[src/rtl/interleaver_read_scheduler_if.sv]
// Signal bundle between the interleaver read scheduler, the ping-pong frame buffer
// and the output FIFO. The scheduler uses the master modport and its environment uses slave.
interface interleaver_read_scheduler_if #(
  parameter int AW = 7
);
  // Handshakes: READ_START stays high until a one-cycle READ_ACK grants it. BUFF_RD_DATA
  // is valid the cycle after BUFF_RD_EN. A FIFO_OUT_WE write is only started after
  // FIFO_OUT_FULL was seen low, and the FIFO keeps one slot of headroom for a bit in flight.
  logic          READ_START;
  logic          READ_ACK;
  logic          PING_PONG_FLAG;
  logic [AW:0]   BUFF_RD_ADDR;
  logic          BUFF_RD_EN;
  logic          BUFF_RD_DATA;
  logic          FIFO_OUT_DATA;
  logic          FIFO_OUT_WE;
  logic          FIFO_OUT_FULL;
  logic          BUSY;
  logic          FRAME_DONE;

  modport master (
    input  READ_START, PING_PONG_FLAG, BUFF_RD_DATA, FIFO_OUT_FULL,
    output READ_ACK, BUFF_RD_ADDR, BUFF_RD_EN, FIFO_OUT_DATA, FIFO_OUT_WE, BUSY, FRAME_DONE
  );

  modport slave (
    output READ_START, PING_PONG_FLAG, BUFF_RD_DATA, FIFO_OUT_FULL,
    input  READ_ACK, BUFF_RD_ADDR, BUFF_RD_EN, FIFO_OUT_DATA, FIFO_OUT_WE, BUSY, FRAME_DONE
  );
endinterface

[src/rtl/interleaver_read_scheduler.sv]
// Reads one filled ping-pong bank in linear index order, which produces column-major output
// of the row-major written matrix. It moves one bit into the output FIFO every 4 cycles.
module interleaver_read_scheduler #(
  parameter int ROW_NUMBER = 10,
  parameter int COL_NUMBER = 7
) (
  input  logic                           CLK,
  input  logic                           RESET,
  interleaver_read_scheduler_if.master   bus,
  output logic [2:0]                     dbg_state
);
  localparam int N  = ROW_NUMBER * COL_NUMBER;
  localparam int AW = (N > 1) ? $clog2(N) : 1;
  localparam logic [AW-1:0] LAST_INDEX = AW'(N - 1);

  localparam logic [2:0] S_IDLE       = 3'd0;
  localparam logic [2:0] S_ACK        = 3'd1;
  localparam logic [2:0] S_WAIT_SPACE = 3'd2;
  localparam logic [2:0] S_RD_REQ     = 3'd3;
  localparam logic [2:0] S_RD_CAPTURE = 3'd4;
  localparam logic [2:0] S_WR_FIFO    = 3'd5;
  localparam logic [2:0] S_DONE       = 3'd6;

  logic [2:0]    state;
  logic [2:0]    state_nxt;
  logic          bank_reg;
  logic [AW-1:0] index;
  logic          data_reg;
  logic          last_bit;

  assign last_bit  = (index == LAST_INDEX);
  assign dbg_state = state;

  always_ff @(posedge CLK) begin
    if (RESET) state <= S_IDLE;
    else       state <= state_nxt;
  end

  always_comb begin
    state_nxt = S_IDLE;
    case (state)
      S_IDLE:       state_nxt = bus.READ_START ? S_ACK : S_IDLE;
      S_ACK:        state_nxt = S_WAIT_SPACE;
      S_WAIT_SPACE: state_nxt = bus.FIFO_OUT_FULL ? S_WAIT_SPACE : S_RD_REQ;
      S_RD_REQ:     state_nxt = S_RD_CAPTURE;
      S_RD_CAPTURE: state_nxt = S_WR_FIFO;
      S_WR_FIFO:    state_nxt = last_bit ? S_DONE : S_WAIT_SPACE;
      S_DONE:       state_nxt = S_IDLE;
      default:      state_nxt = S_IDLE;
    endcase
  end

  // Bank is latched only at grant, so flag toggles from the writer cannot disturb a frame.
  always_ff @(posedge CLK) begin
    if (RESET) begin
      bank_reg <= 1'b0;
      index    <= '0;
      data_reg <= 1'b0;
    end else begin
      case (state)
        S_IDLE: begin
          if (bus.READ_START) begin
            bank_reg <= bus.PING_PONG_FLAG;
            index    <= '0;
          end
        end
        S_RD_CAPTURE: data_reg <= bus.BUFF_RD_DATA;
        S_WR_FIFO:    index    <= last_bit ? '0 : index + AW'(1);
        default: ;
      endcase
    end
  end

  always_comb begin
    bus.READ_ACK      = 1'b0;
    bus.BUFF_RD_EN    = 1'b0;
    bus.BUFF_RD_ADDR  = '0;
    bus.FIFO_OUT_WE   = 1'b0;
    bus.FIFO_OUT_DATA = 1'b0;
    bus.FRAME_DONE    = 1'b0;
    bus.BUSY          = (state != S_IDLE);
    case (state)
      S_ACK:    bus.READ_ACK = 1'b1;
      S_RD_REQ: begin
        bus.BUFF_RD_EN   = 1'b1;
        bus.BUFF_RD_ADDR = {bank_reg, index};
      end
      S_WR_FIFO: begin
        bus.FIFO_OUT_WE   = 1'b1;
        bus.FIFO_OUT_DATA = data_reg;
      end
      S_DONE:   bus.FRAME_DONE = 1'b1;
      default: ;
    endcase
  end
endmodule

[src/flat_wrapper.sv]
// flat-port wrapper written by rule: the top's interface ports become plain ports
module interleaver_read_scheduler_flat 
#(
  parameter int ROW_NUMBER = 10,
  parameter int COL_NUMBER = 7
)
  (CLK, RESET, dbg_state, bus_READ_START, bus_PING_PONG_FLAG, bus_BUFF_RD_DATA, bus_FIFO_OUT_FULL, bus_READ_ACK, bus_BUFF_RD_ADDR, bus_BUFF_RD_EN, bus_FIFO_OUT_DATA, bus_FIFO_OUT_WE, bus_BUSY, bus_FRAME_DONE);
  interleaver_read_scheduler_if #(.AW(7)) bus_i ();
  input  logic CLK;
  input  logic RESET;
  output logic [2:0] dbg_state;
  input wire logic [$bits(bus_i.READ_START)-1:0] bus_READ_START;
  input wire logic [$bits(bus_i.PING_PONG_FLAG)-1:0] bus_PING_PONG_FLAG;
  input wire logic [$bits(bus_i.BUFF_RD_DATA)-1:0] bus_BUFF_RD_DATA;
  input wire logic [$bits(bus_i.FIFO_OUT_FULL)-1:0] bus_FIFO_OUT_FULL;
  output wire logic [$bits(bus_i.READ_ACK)-1:0] bus_READ_ACK;
  output wire logic [$bits(bus_i.BUFF_RD_ADDR)-1:0] bus_BUFF_RD_ADDR;
  output wire logic [$bits(bus_i.BUFF_RD_EN)-1:0] bus_BUFF_RD_EN;
  output wire logic [$bits(bus_i.FIFO_OUT_DATA)-1:0] bus_FIFO_OUT_DATA;
  output wire logic [$bits(bus_i.FIFO_OUT_WE)-1:0] bus_FIFO_OUT_WE;
  output wire logic [$bits(bus_i.BUSY)-1:0] bus_BUSY;
  output wire logic [$bits(bus_i.FRAME_DONE)-1:0] bus_FRAME_DONE;
  assign bus_i.READ_START = bus_READ_START;
  assign bus_i.PING_PONG_FLAG = bus_PING_PONG_FLAG;
  assign bus_i.BUFF_RD_DATA = bus_BUFF_RD_DATA;
  assign bus_i.FIFO_OUT_FULL = bus_FIFO_OUT_FULL;
  assign bus_READ_ACK = bus_i.READ_ACK;
  assign bus_BUFF_RD_ADDR = bus_i.BUFF_RD_ADDR;
  assign bus_BUFF_RD_EN = bus_i.BUFF_RD_EN;
  assign bus_FIFO_OUT_DATA = bus_i.FIFO_OUT_DATA;
  assign bus_FIFO_OUT_WE = bus_i.FIFO_OUT_WE;
  assign bus_BUSY = bus_i.BUSY;
  assign bus_FRAME_DONE = bus_i.FRAME_DONE;
  interleaver_read_scheduler #(.ROW_NUMBER(ROW_NUMBER), .COL_NUMBER(COL_NUMBER)) u_core (.CLK(CLK), .RESET(RESET), .bus(bus_i), .dbg_state(dbg_state));
endmodule
[config.mk]
export PLATFORM = sky130hd
export DESIGN_NAME = interleaver_read_scheduler_flat
export DESIGN_NICKNAME = d
export VERILOG_FILES = /design/src/rtl/interleaver_read_scheduler_if.sv /design/src/rtl/interleaver_read_scheduler.sv /design/src/flat_wrapper.sv
export SDC_FILE = /design/constraint.sdc
export NUM_CORES = 1
export LEC_CHECK = 0
export BUFFER_PORTS_ARGS = -buffer_cell sky130_fd_sc_hd__buf_2
export CAP_MARGIN = 5
export CORE_MARGIN = 1.5
export CORE_UTILIZATION = 48
export DETAILED_ROUTE_END_ITERATION = 8
export PLACE_DENSITY = 0.79
export SYNTH_ARGS = -nofsm -noshare
export SYNTH_HDL_FRONTEND = slang
export SYNTH_SLANG_ARGS = --single-unit
[constraint.sdc]
create_clock -name CLK -period 1.55 [get_ports CLK]
set_input_delay 0 -clock CLK [delete_from_list [all_inputs] [get_ports CLK]]
set_output_delay 0 -clock CLK [all_outputs]
set_load 0.03 [all_outputs]
==> flow_metrics.tcl <==
set metrics [dict create \
    syn2layout_area_growth_pct 29.6 \
    grt_overflow 0 \
    path_cells "and3_2 > nand3_2 > or3b_1 > a31oi_1" \
    vias_per_cell 5.67 \
    cts.htree.levels 1 \
    synth_flop_cell "dfxtp_1" \
    startpoint "u_core.index[2]" \
    design.core.area_sq_um 1370 \
    cp.required_ps 1750 \
    r2r-end "u_core.index[5]" \
    synth_seq_cells 12 \
    cp.depth 4 \
    gp_congestion 0.867 \
    largest_register_ffs 7 \
    worst_path_dominant_cell_family "simple AND/OR/NAND/NOR gates" \
    synthesis.nets 96 \
    remaining_drc_errors 0 \
    setup_ws_ps 81.5 \
    skew_ps 0.586 \
    ioPinCount 23 \
    critPathCaptureType "register" \
    numCtsBuffers 3 \
    port_buffers 22 \
    drive_gt1_frac 0.364 \
    die_x_um 42.0 \
    cp-endpoint "u_core.index[5]" \
    period_needed_ps 1470 \
    wire_per_inst_um 12.8 \
    startpoint_type "register" \
    cts_max_path_buffers 2 \
    finalSetupViolCount 0 \
    fin_crit_sh 0.947 \
    cts_tree "built" \
    worst_slew_pin_slew_ps 429 \
    tns_ps 0 \
    peakVddDrop_mv 0.583 \
    cts_setup_buffers 0 \
    ant_nets 0 \
    grt_max_degree 13 \
    clkSlewWorstSetupHoldPaths_ps 80 \
    placed_cell_area_sq_um 872 \
    cp_slowest_stage_delay_ps 520 \
    synth-edff-count 0 \
    first_global_vias 702 \
    synth_cell_types 32 \
    max_cap_violations 0 \
    ff2ff_path_depth 4 \
    max_freq_mhz 681 \
    antenna_cells 0 \
    clock-sinks 12 \
    routed_wl_mm 1.71 \
    syn_area_sq_um 731 \
    async_flop_share 0 \
    drt_iter0_drc 29 \
    firstDrtPassIters 4 \
    r2r_start "u_core.index[2]" \
    p_per_area_nw_per_um2 751 \
    rsz0062_at_grt "no" \
    r2r_slack_ps 80 \
    maxSlewViolCount 0 \
    top_register "u_core.index" \
    grtUsageTotal 0.211 \
    fin_util 0.693 \
    vias 754 \
    rows 13 \
    stdcell_area_sq_um 947 \
    outcome "finished, final reports clean" \
    slew_headroom 0.714 \
    grt_pass1_wl_mm 2.82 \
    crit_arrival_ps 1670 \
    nNetsFinal 127 \
    crit_type "register to register" \
    hold_viol_final 0 \
    antenna_found_initial 0 \
    hold_class "primary input to register" \
    seq_area_frac_synth 0.329 \
    clk_latency_ps 270 \
    slowest_stage "dfxtp_1" \
    syn_area_per_cell_sq_um 8.30 \
    power.leakage_nw 0.470 \
    die_area_sq_um 1770 \
    dieHeight_um 42.0 \
    yosys_warnings 0 \
    critPathBufInv 0 \
    hpwl_mm 1.20 \
    synth_cells 88 \
    place_ws_ps 77.4 \
    initial_core_util 0.535 \
    cts_root_buf "clkbuf_4" \
    crit_fanout 8 \
]
==> per-layer routing <==
metal	vias up	global-route usage	share of wire	wire length (um)
li1	373	-	-	-
met1	341	0.263	0.44	751
met2	38	0.334	0.48	816
met3	2	0.0388	0.073	125
met4	0	0.131	0.0065	11
met5	-	0	0	0
==> power breakdown <==
group	leakage (nW)	switching (mW)	internal, mW
clock network	0.0210	0.107	0.143
logic	0.351	0.0814	0.0487
registers	0.0980	0.0137	0.317
total	0.470	0.202	0.509
==> worst min path at each step <==
stage / startpoint / endpoint / slack (ps) / cells past startpoint
6_report: bus_READ_START / u_core.bank_reg / 30 / 3
2_1_floorplan: RESET / u_core.index[2] / 70 / 1
5_1_grt: bus_READ_START / u_core.bank_reg / 50 / 3
3_3_place_gp: bus_BUFF_RD_DATA / u_core.data_reg / 240 / 3
3_5_place_dp: bus_BUFF_RD_DATA / u_core.data_reg / 250 / 3
4_1_cts: bus_READ_START / u_core.bank_reg / 30 / 3
==> layout make-up <==
type	count	area, sq um
fill	120	419
sequential	12	243
multi-input combinational	66	449
inverter	6	22.5
clock buffer	4	36.3
timing repair buffer	30	178
tap	15	18.8
==> stage by stage <==
step / instances / total power, mW / hold slack [ps]
after global placement: 126 / 0.459 / 238
final: 133 / 0.711 / 28.1
after detailed placement: 126 / 0.462 / 249
after CTS: 133 / 0.718 / 26.3
after floorplan: 88 / 0.430 / 72.1
after global routing: 133 / 0.744 / 48.3
==> worst register-to-register path: cells and delay by family (launching register included) <==
family	cells	cell delay (ps)
and+or+nand+nor	3	720
AOI/OAI and AO/OA	1	160
DFF	1	520
==> Yosys cell counts, drive strengths merged (2+ instances only) <==
library cell / instances / area share
nand2: 7 / 0.036
a31oi: 4 / 0.055
or3b: 2 / 0.024
and2: 8 / 0.070
dfxtp: 12 / 0.33
nor2: 8 / 0.041
a21oi: 5 / 0.034
ha: 2 / 0.034
nand3: 6 / 0.048
and3: 4 / 0.038
buf: 2 / 0.022
mux2i: 2 / 0.027
nor3: 6 / 0.041
a311oi: 2 / 0.024
inv: 6 / 0.031
==> kinds of logic (layout without fill, tap and decap cells) <==
kind of cell / count (synthesis) / after routing / share of synthesized area
compound gates: 17 / 17 / 0.176
fa+ha+maj: 2 / 2 / 0.0342
buf+inv: 10 / 40 / 0.0702
flops: 12 / 12 / 0.329
mux: 2 / 2 / 0.0274
simple gates: 45 / 45 / 0.363
==> timing repair <==
| item | CTS | global route |
|---|---|---|
| setup endpoints to repair | 0 | 9 |
| hold buffers | 3 | 0 |
| resized for setup | 0 | 3 |
| endpoints found under the hold margin | 3 | 0 |
==> layout by cell type, fill, tap and decap left out, types with 2 or more instances in the layout <==
master         Yosys  layout
buf_2              1      22
dfxtp_1           12      10
nand2_1            7       7
and2_1             7       7
nor2_1             8       7
inv_1              6       6
nor3_1             6       6
a21oi_1            5       5
nand3_1            5       5
buf_4              0       5
a31oi_1            3       3
clkbuf_4           0       3
dlygate4sd3_1      0       3
and3_1             2       2
or3b_1             2       2
a311oi_1           2       2
mux2i_1            2       2
and3_2             2       2
dfxtp_2            0       2
Power figures use the tool's default switching activity.
